$ cat config.mk
export PLATFORM = sky130hd
export DESIGN_NAME = monox_job_sched
export DESIGN_NICKNAME = d
export VERILOG_FILES = /design/src/rtl/monox_job_sched_pkg.sv /design/src/rtl/monox_cmd_fifo.sv /design/src/rtl/monox_job_sched.sv
export SDC_FILE = /design/constraint.sdc
export NUM_CORES = 1
export LEC_CHECK = 0
export CORE_ASPECT_RATIO = 2
export CORE_MARGIN = 10
export CORE_UTILIZATION = 40
export DETAILED_ROUTE_END_ITERATION = 8
export HOLD_SLACK_MARGIN = 0.05
export PLACE_DENSITY = 0.67
export SLEW_MARGIN = 15
export SYNTH_ARGS = -nofsm -noshare
export SYNTH_HDL_FRONTEND = slang
export SYNTH_SLANG_ARGS = --single-unit
$ cat constraint.sdc
create_clock -name clk -period 3 [get_ports clk]
set_clock_uncertainty 0.2 [all_clocks]
set_input_delay 0.45 -clock clk [delete_from_list [all_inputs] [get_ports clk]]
set_output_delay 0.45 -clock clk [all_outputs]
set_load 0.02 [all_outputs]
$ cat src/rtl/monox_job_sched_pkg.sv
// Shared definitions for the monox job scheduler: FSM state encoding and default abort limit.
package monox_job_sched_pkg;

  localparam logic [2:0] ST_IDLE  = 3'd0;
  localparam logic [2:0] ST_START = 3'd1;
  localparam logic [2:0] ST_RUN   = 3'd2;
  localparam logic [2:0] ST_FLUSH = 3'd3;
  localparam logic [2:0] ST_RESP  = 3'd4;

  typedef enum logic [2:0] {
    StIdle  = ST_IDLE,
    StStart = ST_START,
    StRun   = ST_RUN,
    StFlush = ST_FLUSH,
    StResp  = ST_RESP
  } state_e;

  localparam logic [15:0] DEFAULT_TIMEOUT_CYCLES = 16'd8192;

  // Completed-job counter rolls over from 16'hFFFF to 0.
  function automatic logic [15:0] inc_wrap16(input logic [15:0] v);
    return v + 16'd1;
  endfunction

endpackage

$ cat src/rtl/monox_cmd_fifo.sv
// Registered command FIFO: no bypass, full/empty are flops so readiness never depends on a pop.
module monox_cmd_fifo #(
  parameter int unsigned WIDTH = 8,
  parameter int unsigned DEPTH = 4
) (
  input  logic             clk,
  input  logic             rst_n,
  input  logic             push,
  input  logic [WIDTH-1:0] wdata,
  input  logic             pop,
  output logic [WIDTH-1:0] rdata,
  output logic             full,
  output logic             empty
);

  localparam int unsigned AW = $clog2(DEPTH);
  localparam logic [AW:0] FULL_CNT = (AW + 1)'(DEPTH);

  logic [WIDTH-1:0] mem_q [DEPTH];
  logic [AW-1:0]    wptr_q, rptr_q;
  logic [AW:0]      cnt_q, cnt_d;
  logic             full_q, empty_q;
  logic             do_push, do_pop;

  // A pop against a registered-empty FIFO is dropped, even if a push lands this cycle.
  assign do_push = push & ~full_q;
  assign do_pop  = pop & ~empty_q;

  always_comb begin
    cnt_d = cnt_q;
    if (do_push && !do_pop) begin
      cnt_d = cnt_q + (AW + 1)'(1);
    end else if (!do_push && do_pop) begin
      cnt_d = cnt_q - (AW + 1)'(1);
    end
  end

  always_ff @(posedge clk or negedge rst_n) begin
    if (!rst_n) begin
      wptr_q  <= '0;
      rptr_q  <= '0;
      cnt_q   <= '0;
      full_q  <= 1'b0;
      empty_q <= 1'b1;
    end else begin
      if (do_push) wptr_q <= wptr_q + AW'(1);
      if (do_pop)  rptr_q <= rptr_q + AW'(1);
      cnt_q   <= cnt_d;
      full_q  <= (cnt_d == FULL_CNT);
      empty_q <= (cnt_d == '0);
    end
  end

  always_ff @(posedge clk) begin
    if (do_push) mem_q[wptr_q] <= wdata;
  end

  assign rdata = mem_q[rptr_q];
  assign full  = full_q;
  assign empty = empty_q;

endmodule

$ cat src/rtl/monox_job_sched.sv
// Job scheduler: queues commands, sequences one datapath job at a time with timeout abort,
// and returns a tagged completion response.
module monox_job_sched
  import monox_job_sched_pkg::*;
#(
  parameter int unsigned POWER_WIDTH    = 4,
  parameter int unsigned ID_WIDTH       = 4,
  parameter int unsigned FIFO_DEPTH     = 4,
  parameter logic [15:0] TIMEOUT_CYCLES = DEFAULT_TIMEOUT_CYCLES
) (
  input  logic                   clk,
  input  logic                   rst_n,
  input  logic                   i_cmd_valid,
  output logic                   o_cmd_ready,
  input  logic                   i_cmd_mode,
  input  logic [POWER_WIDTH-1:0] i_cmd_n,
  input  logic                   i_cmd_trace,
  input  logic [ID_WIDTH-1:0]    i_cmd_id,
  output logic                   o_en,
  output logic                   o_start,
  output logic                   o_mode,
  output logic [POWER_WIDTH-1:0] o_n,
  output logic                   o_trace,
  input  logic                   i_done,
  output logic                   o_rsp_valid,
  input  logic                   i_rsp_ready,
  output logic [ID_WIDTH-1:0]    o_rsp_id,
  output logic                   o_rsp_timeout,
  output logic                   o_busy,
  output logic [15:0]            o_jobs_done
);

  localparam int unsigned JW = POWER_WIDTH + ID_WIDTH + 2;

  logic [JW-1:0] fifo_wdata, fifo_rdata;
  logic          fifo_full, fifo_empty, fifo_pop, fifo_push;

  state_e                 state_q, state_d;
  logic [15:0]            cnt_q, cnt_d;
  logic                   tflag_q, tflag_d;
  logic [15:0]            jobs_q, jobs_d;
  logic                   job_mode_q, job_trace_q;
  logic [POWER_WIDTH-1:0] job_n_q;
  logic [ID_WIDTH-1:0]    job_id_q;
  logic                   en_q, start_q, busy_q, rsp_valid_q;

  assign fifo_wdata = {i_cmd_mode, i_cmd_n, i_cmd_trace, i_cmd_id};
  assign fifo_push  = i_cmd_valid & ~fifo_full;

  monox_cmd_fifo #(
    .WIDTH (JW),
    .DEPTH (FIFO_DEPTH)
  ) u_cmd_fifo (
    .clk   (clk),
    .rst_n (rst_n),
    .push  (fifo_push),
    .wdata (fifo_wdata),
    .pop   (fifo_pop),
    .rdata (fifo_rdata),
    .full  (fifo_full),
    .empty (fifo_empty)
  );

  always_comb begin
    state_d  = state_q;
    cnt_d    = cnt_q;
    tflag_d  = tflag_q;
    jobs_d   = jobs_q;
    fifo_pop = 1'b0;
    unique case (state_q)
      StIdle: begin
        if (!fifo_empty) begin
          fifo_pop = 1'b1;
          state_d  = StStart;
        end
      end
      StStart: begin
        cnt_d   = '0;
        state_d = StRun;
      end
      StRun: begin
        cnt_d = cnt_q + 16'd1;
        // Done wins over a timeout landing in the same cycle.
        if (i_done) begin
          tflag_d = 1'b0;
          state_d = StFlush;
        end else if (cnt_q == TIMEOUT_CYCLES - 16'd1) begin
          tflag_d = 1'b1;
          state_d = StFlush;
        end
      end
      StFlush: begin
        state_d = StResp;
      end
      StResp: begin
        if (i_rsp_ready) begin
          state_d = StIdle;
          if (!tflag_q) jobs_d = inc_wrap16(jobs_q);
        end
      end
      default: begin
        state_d = StIdle;
      end
    endcase
  end

  // Strobes are registered from the next state so they align with the state they describe.
  always_ff @(posedge clk or negedge rst_n) begin
    if (!rst_n) begin
      state_q     <= StIdle;
      cnt_q       <= '0;
      tflag_q     <= 1'b0;
      jobs_q      <= '0;
      job_mode_q  <= 1'b0;
      job_n_q     <= '0;
      job_trace_q <= 1'b0;
      job_id_q    <= '0;
      en_q        <= 1'b0;
      start_q     <= 1'b0;
      busy_q      <= 1'b0;
      rsp_valid_q <= 1'b0;
    end else begin
      state_q     <= state_d;
      cnt_q       <= cnt_d;
      tflag_q     <= tflag_d;
      jobs_q      <= jobs_d;
      en_q        <= (state_d == StStart) || (state_d == StRun);
      start_q     <= (state_d == StStart);
      busy_q      <= (state_d != StIdle);
      rsp_valid_q <= (state_d == StResp);
      if (fifo_pop) begin
        {job_mode_q, job_n_q, job_trace_q, job_id_q} <= fifo_rdata;
      end
    end
  end

  assign o_cmd_ready   = ~fifo_full;
  assign o_en          = en_q;
  assign o_start       = start_q;
  assign o_mode        = job_mode_q;
  assign o_n           = job_n_q;
  assign o_trace       = job_trace_q;
  assign o_rsp_valid   = rsp_valid_q;
  assign o_rsp_id      = job_id_q;
  assign o_rsp_timeout = tflag_q;
  assign o_busy        = busy_q;
  assign o_jobs_done   = jobs_q;

endmodule

# Word-level counts from Yosys, hierarchy flattened
# Memory sizes are Yosys's and may differ from the RTL's. A register that Yosys moved wholly into a read port is not among the register bits.
# Index checks and enable logic that the tools add are counted.
dict set report word_totals {
  regBits 49
  latch_bits 0
  mem_bits_rw 40
  mem_bits_ro 0
  input_bits 15
  output_inout_bits 32
  n_memories 1
}
# name words width read_ports rd_clocked_by_memory_dff write_ports line
set memory_table {}
lappend memory_table {u_cmd_fifo.mem_q 4 10 1 1 1 monox_cmd_fifo.sv:19} ;# logic [WIDTH-1:0] mem_q [DEPTH];
dict set report classes {
  add_sub_neg 6
  multipliers 0
  div 0
  order_cmp 0
  eq_ne 9
  n_shift 0
  mux 14
  bitwise_logic 6
  reduce_logical 13
}
# operator count
set ops {}
lappend ops {{$add A16 B1 Y16 const B} 2}
lappend ops {{$pmux W16 S2} 1}
lappend ops {{$mux W3} 6}
lappend ops {{$eq A16 B13 Y1 const B} 1}
lappend ops {{$pmux W3 S5} 1}
lappend ops {{$eq A3 B2 Y1 const B} 3}
lappend ops {{$eq A3 B3 Y1 const B} 3}
lappend ops {{$eq A3 B1 Y1 const B} 2}
lappend ops {{$logic_not A3 Y1} 2}
lappend ops {{$mux W1} 6}
lappend ops {{$add A2 B1 Y2 const B} 2}
lappend ops {{$reduce_bool A2 Y1} 2}
lappend ops {{$add A3 B1 Y3 const B} 1}
lappend ops {{$and A1 B1 Y1} 3}
lappend ops {{$logic_not A1 Y1} 3}
lappend ops {{$not A1 Y1} 3}
lappend ops {{$reduce_and A3 Y1} 1}
lappend ops {{$reduce_bool A3 Y1} 1}
lappend ops {{$sub A3 B1 Y3 const B} 1}
lappend ops {{$logic_and A1 B1 Y1} 2}
lappend ops {{$reduce_and A2 Y1} 1}
lappend ops {{$logic_or A1 B1 Y1} 1}

# Depth between registers and ports, before layout
dict set report logic_depth {
  depth_word 8
  mapped_depth 6
  ltp_nobuf 5
}

# Modules after synthesis
# A second synthesis with hierarchy kept.
dict set report hier_totals {
  cells_unflattened 308
  hier_area_um2 4291.6
}
# mod n_inst cells_each area_per_inst_um2 seq_area_each_um2
set by_module_without_submodules {}
lappend by_module_without_submodules {monox_job_sched 1 203 2285.9 1251.2}
lappend by_module_without_submodules {monox_cmd_fifo 1 105 2005.7 1427.6}

# Worst setup path after synthesis
# OpenSTA, ideal clock, no wires.
dict set report synth_path {
  kind {register to register}
  startpoint {reg state_q[0]}
  endpoint {reg u_cmd_fifo.empty_q, in the netlist u_cmd_fifo.empty}
  setup_time_ns 0.059
  t_arrival_ns 1.921
  t_required_ns 2.741
  slack_ns 0.820
  stages_incl_launch_ff 6
  n_path_buf 1
  path_cell_list {dfrtp_1 or4_2 clkbuf_1 xnor2_1 o311a_1 o21ba_2}
}
dict set report synth_via {
  elab_chain_cells 7
  elab_cells_between_ends 9
  classes_between {3 x mux; 1 x bitwise; 5 x reduce/logical}
}
# element line
set synth_rtl {}
lappend synth_rtl {{start, declared} monox_job_sched.sv:38} ;# state_e state_q, state_d;
lappend synth_rtl {{start signal, assigned} monox_job_sched.sv:110} ;# state_q <= StIdle;
lappend synth_rtl {{start signal, assigned} monox_job_sched.sv:123} ;# state_q <= state_d;
lappend synth_rtl {{$logic_not A3 Y1 *} monox_job_sched.sv:70} ;# unique case (state_q)
lappend synth_rtl {{$mux W1 *} monox_job_sched.sv:70}
lappend synth_rtl {{$and A1 B1 Y1 *} monox_cmd_fifo.sv:27} ;# assign do_pop = pop & ~empty_q;
lappend synth_rtl {{$logic_and A1 B1 Y1 / $logic_not A1 Y1 (equally long branches)} {monox_cmd_fifo.sv:33, monox_cmd_fifo.sv:31}}
lappend synth_rtl {{$mux W3 / $logic_and A1 B1 Y1 (equally long branches)} {monox_cmd_fifo.sv:33, monox_cmd_fifo.sv:31}}
lappend synth_rtl {{$mux W3 *} monox_cmd_fifo.sv:31} ;# if (do_push && !do_pop) begin
lappend synth_rtl {{$logic_not A3 Y1 *} monox_cmd_fifo.sv:50} ;# empty_q <= (cnt_d == '0);
lappend synth_rtl {{end signal, assigned} monox_cmd_fifo.sv:50}
lappend synth_rtl {{end, declared} monox_cmd_fifo.sv:22} ;# logic full_q, empty_q;
# Mark *: on every way between the ends. The rest lies on a longest branch, timed or not.
# A chain may end at the register's enable or synchronous reset.

# Final worst setup path
# Ends and elaborated chain as after synthesis.

==> metrics.txt <==
# TYPE chip_impl_metric gauge
chip_impl_metric{name="yosysWarningCount",unit=""} 0
chip_impl_metric{name="num_vias",unit=""} 2564
chip_impl_metric{name="timing_worst_slew_pin_value",unit="ns"} 0.693
chip_impl_metric{name="routed_via_density",unit=""} 5.10
chip_impl_metric{name="antenna_left",unit=""} 0
chip_impl_metric{name="power_per_unit_of_standard_cell_area",unit="nW/um^2"} 893
chip_impl_metric{name="dp_hpwl",unit="um"} 6370
chip_impl_metric{name="max_freq",unit="MHz"} 407
chip_impl_info{name="grt_setup_unrepaired",value="false"} 1
chip_impl_metric{name="num-nets-final",unit=""} 386
chip_impl_metric{name="drt_first_iter_violations",unit=""} 133
chip_impl_metric{name="port_buffer_count",unit=""} 46
chip_impl_metric{name="synth_area",unit="um^2"} 4190
chip_impl_metric{name="p_leak",unit="nW"} 2.05
chip_impl_info{name="root_buffer_cell",value="sky130_fd_sc_hd__clkbuf_16"} 1
chip_impl_metric{name="ios",unit=""} 47
chip_impl_metric{name="drive_above_1_share",unit=""} 0.133
chip_impl_metric{name="fp.dieArea",unit="um^2"} 15200
chip_impl_metric{name="largest_net_degree_at_the_start_of_global_routing",unit=""} 50
chip_impl_metric{name="die_y",unit="um"} 165
chip_impl_metric{name="critical_path_buffers_and_inverters",unit=""} 1
chip_impl_metric{name="slew_headroom",unit=""} 0.538
chip_impl_metric{name="synth_cell_types",unit=""} 52
chip_impl_metric{name="core_region_area",unit="um^2"} 10200
chip_impl_metric{name="synth_top_area_frac",unit=""} 0.347
chip_impl_metric{name="finalCritPeriodShare",unit=""} 0.818
chip_impl_metric{name="grt_pass1_wl",unit="um"} 13900
chip_impl_metric{name="post_cts.repair.setup_buffers",unit=""} 0
chip_impl_metric{name="clkSlewWorstSetupHoldPaths",unit="ns"} 0.07
chip_impl_metric{name="post_synth.cell_area_avg",unit="um^2"} 13.4
chip_impl_metric{name="clock_path_buffers",unit=""} 2
chip_impl_info{name="timing.hold.worst.class",value="reg -> reg"} 1
chip_impl_metric{name="drt_pre_antenna_iters",unit=""} 4
chip_impl_info{name="cp_cell_sequence",value="or4_2 > inv_2 > and3_1 > o21a_1 > o21ba_2"} 1
chip_impl_metric{name="n_antenna_cell",unit=""} 0
chip_impl_info{name="setup.worst_path.start_class",value="flop"} 1
chip_impl_info{name="cts_tree",value="done"} 1
chip_impl_metric{name="remaining_drc_errors",unit=""} 0
chip_impl_info{name="run_status",value="complete, no violations"} 1
chip_impl_metric{name="fin_tns_setup",unit="ns"} 0
chip_impl_metric{name="postRouteWirelength",unit="um"} 8350
chip_impl_metric{name="ir_worst_vdd",unit="V"} 0.000406
chip_impl_metric{name="clock_sinks",unit=""} 99
chip_impl_metric{name="initial_antenna_violation_count",unit=""} 0
chip_impl_info{name="netlist_top_cells_area",value="sky130_fd_sc_hd__dfrtp_1, sky130_fd_sc_hd__edfxtp_1, sky130_fd_sc_hd__mux4_2"} 1
chip_impl_info{name="critical_path_class",value="reg -> reg"} 1
chip_impl_metric{name="first_global_vias",unit=""} 2745
chip_impl_info{name="critical_path.top_delay_family",value="simple AND/OR/NAND/NOR gates"} 1
chip_impl_metric{name="setup-violations-final",unit=""} 0
chip_impl_metric{name="initial_utilization",unit=""} 0.410
chip_impl_metric{name="routability_congestion",unit=""} 0.720
chip_impl_metric{name="overflow",unit=""} 0
chip_impl_metric{name="cts_max_level",unit=""} 3
chip_impl_metric{name="final_core_utilization",unit=""} 0.497
chip_impl_metric{name="synth-seq-area-share",unit=""} 0.640
chip_impl_metric{name="clkLatencyLatePin",unit="ns"} 0.34
chip_impl_metric{name="post_drt_wl_per_cell",unit="um"} 16.6
chip_impl_metric{name="worst-path-max-fanout",unit=""} 19
chip_impl_metric{name="final_period_minus_worst_setup_slack",unit="ns"} 2.46
chip_impl_metric{name="synth_edf_count",unit=""} 40
chip_impl_metric{name="cts-buffers-inserted",unit=""} 9
chip_impl_info{name="postSynth.topFlopCell",value="sky130_fd_sc_hd__dfrtp_1"} 1
chip_impl_metric{name="slew_viol_final",unit=""} 0
chip_impl_info{name="synthDominantAreaCellType",value="sky130_fd_sc_hd__dfrtp_1"} 1
chip_impl_metric{name="timing.max_cap.violations",unit=""} 0
chip_impl_metric{name="synth_async_sr_flop_share",unit=""} 0.596
chip_impl_metric{name="finalHoldViolCount",unit=""} 0
chip_impl_metric{name="critical-path-max-stage-delay",unit="ns"} 0.89
chip_impl_metric{name="row_count",unit=""} 52
chip_impl_metric{name="synth_cells",unit=""} 312
chip_impl_metric{name="worstPathRequired",unit="ns"} 3.08
chip_impl_metric{name="worstPathArrival",unit="ns"} 2.53
chip_impl_info{name="worst_path_max_delay_cell",value="sky130_fd_sc_hd__or4_2"} 1
chip_impl_metric{name="area.growth.synth_to_final",unit="%"} 21.2
chip_impl_metric{name="die_width",unit="um"} 92.4
chip_impl_metric{name="syn-num-nets",unit=""} 335
chip_impl_info{name="worstSetupEndpointType",value="flop"} 1
chip_impl_metric{name="ys_seq_elements",unit=""} 99
chip_impl_metric{name="total_global_routing_track_utilization",unit=""} 0.116
==> where the power goes <==
part           internal [mW]  total [mW]  switching (mW)
Clock                  0.576        1.09           0.511
Sequential              1.74        2.01           0.274
Combinational          0.653        1.43           0.780
Total                   2.97        4.54            1.57
==> worst reg2reg max path, delay by kind of cell, from the launching register on <==
kind,cells,cell delay [ns]
compound gates,2,0.31
buf+inv,1,0.32
flops,1,0.43
simple gates,2,1.12
==> layout make-up <==
type                       count  area (um^2)
clock buffer                   9          225
clock inverter                 7         60.1
fill                         919         5140
inverter                       9         33.8
multi-input combinational    194         1420
sequential                    99         2680
tap                          135          169
timing repair buffer          50          488
==> synthesized netlist by cell type, types with 2 or more instances <==
| cell | count |
|---|---|
| sky130_fd_sc_hd__a31oi_1 | 4 |
| sky130_fd_sc_hd__o31ai_1 | 2 |
| sky130_fd_sc_hd__nand3b_1 | 2 |
| sky130_fd_sc_hd__and3_1 | 7 |
| sky130_fd_sc_hd__ha_1 | 8 |
| sky130_fd_sc_hd__o21ai_0 | 13 |
| sky130_fd_sc_hd__and2_1 | 4 |
| sky130_fd_sc_hd__mux2i_1 | 4 |
| sky130_fd_sc_hd__xor2_1 | 6 |
| sky130_fd_sc_hd__nor4_2 | 2 |
| sky130_fd_sc_hd__or3b_2 | 2 |
| sky130_fd_sc_hd__nor3_1 | 7 |
| sky130_fd_sc_hd__nor2_1 | 8 |
| sky130_fd_sc_hd__edfxtp_1 | 40 |
| sky130_fd_sc_hd__mux2_2 | 2 |
| sky130_fd_sc_hd__and4_1 | 2 |
| sky130_fd_sc_hd__mux4_2 | 10 |
| sky130_fd_sc_hd__clkbuf_1 | 6 |
| sky130_fd_sc_hd__or4_1 | 2 |
| sky130_fd_sc_hd__nand4_1 | 7 |
| sky130_fd_sc_hd__nand3_1 | 9 |
| sky130_fd_sc_hd__buf_6 | 2 |
| sky130_fd_sc_hd__xnor2_1 | 15 |
| sky130_fd_sc_hd__nand2_1 | 52 |
| sky130_fd_sc_hd__inv_1 | 8 |
| sky130_fd_sc_hd__dfrtp_1 | 58 |
| sky130_fd_sc_hd__nor3b_2 | 2 |
| sky130_fd_sc_hd__o211ai_1 | 3 |
| sky130_fd_sc_hd__a21oi_1 | 2 |
==> layout by cell type (no fill, tap or decap), types with 3 or more instances in the layout <==
master                            synthesis  layout
sky130_fd_sc_hd__dfrtp_1                 58      58
sky130_fd_sc_hd__nand2_1                 52      52
sky130_fd_sc_hd__clkdlybuf4s50_1          0      45
sky130_fd_sc_hd__edfxtp_1                40      40
sky130_fd_sc_hd__xnor2_1                 15      15
sky130_fd_sc_hd__o21ai_0                 13      13
sky130_fd_sc_hd__mux4_2                  10      10
sky130_fd_sc_hd__nand3_1                  9       9
sky130_fd_sc_hd__clkbuf_16                0       9
sky130_fd_sc_hd__inv_1                    8       8
sky130_fd_sc_hd__nor2_1                   8       8
sky130_fd_sc_hd__ha_1                     8       8
sky130_fd_sc_hd__nand4_1                  7       7
sky130_fd_sc_hd__and3_1                   7       7
sky130_fd_sc_hd__nor3_1                   7       7
sky130_fd_sc_hd__xor2_1                   6       6
sky130_fd_sc_hd__and2_1                   4       4
sky130_fd_sc_hd__mux2i_1                  4       4
sky130_fd_sc_hd__a31oi_1                  4       4
sky130_fd_sc_hd__o211ai_1                 3       3
sky130_fd_sc_hd__buf_4                    0       3
==> state kept, by name (all words and copies together), names as in the netlist, 2 cells and up <==
| name | flops |
|---|---|
| cnt_q | 16 |
| o_jobs_done | 16 |
| o_n | 4 |
| o_rsp_id | 4 |
| state_q | 3 |
| u_cmd_fifo.cnt_q | 3 |
| u_cmd_fifo.mem_q | 40 |
| u_cmd_fifo.rptr_q | 2 |
| u_cmd_fifo.wptr_q | 2 |
==> cell families (layout without fill, tap and decap cells) <==
| family | after synthesis | count (layout) | share of synthesized area |
|---|---|---|---|
| AOI/OAI and AO/OA | 32 | 32 | 0.0514 |
| adders and majority gates | 8 | 8 | 0.0239 |
| and+or+nand+nor | 117 | 117 | 0.151 |
| buffers and inverters | 19 | 75 | 0.0209 |
| muxes | 16 | 16 | 0.0687 |
| xor gates and xnor gates | 21 | 21 | 0.0439 |
| DFF | 99 | 99 | 0.640 |
==> path summary, 6_finish.rpt <==
| kind | startpoint | endpoint | slack [ns] | cells past startpoint |
|---|---|---|---|---|
| setup / recovery | state_q[0] | u_cmd_fifo.empty | 0.54 | 5 |
| hold / removal | cnt_q[15] | cnt_q[15] | 0.28 | 1 |
| setup reg to reg | state_q[0] | u_cmd_fifo.empty | 0.54 | 5 |
| hold reg to reg | cnt_q[15] | cnt_q[15] | 0.28 | 1 |
| max in group asynchronous | rst_n | o_n[0] | 1.41 | 3 |
| min in group asynchronous | rst_n | o_jobs_done[9] | 0.29 | 2 |
==> layer usage <==
| layer | GRT usage | vias up | routed length [um] |
|---|---|---|---|
| met5 | 0 | - | 0 |
| met4 | 0.0606 | 0 | 183 |
| met3 | 0.0309 | 10 | 345 |
| met2 | 0.222 | 45 | 4870 |
| met1 | 0.109 | 1281 | 2950 |
| li1 | - | 1228 | - |
==> per-stage QoR <==
stage	instances	cell area [um^2]	setup WS, ns	power, mW	hold WS (ns)
3_3_place_gp	486	4780	0.638	3.45	0.126
4_1_cts	503	5080	0.550	4.60	0.276
6_report	503	5080	0.545	4.54	0.276
3_5_place_dp	486	4780	0.579	3.50	0.130
5_1_grt	503	5080	0.399	4.81	0.286
2_1_floorplan	312	4190	0.820	2.94	-0.0456
==> what timing repair did <==
action,4_1_cts,5_1_grt
hold buffers,1,0
gates resized for setup,0,0
hold endpoints to repair,10,0
(Power assumes the default switching activity.)
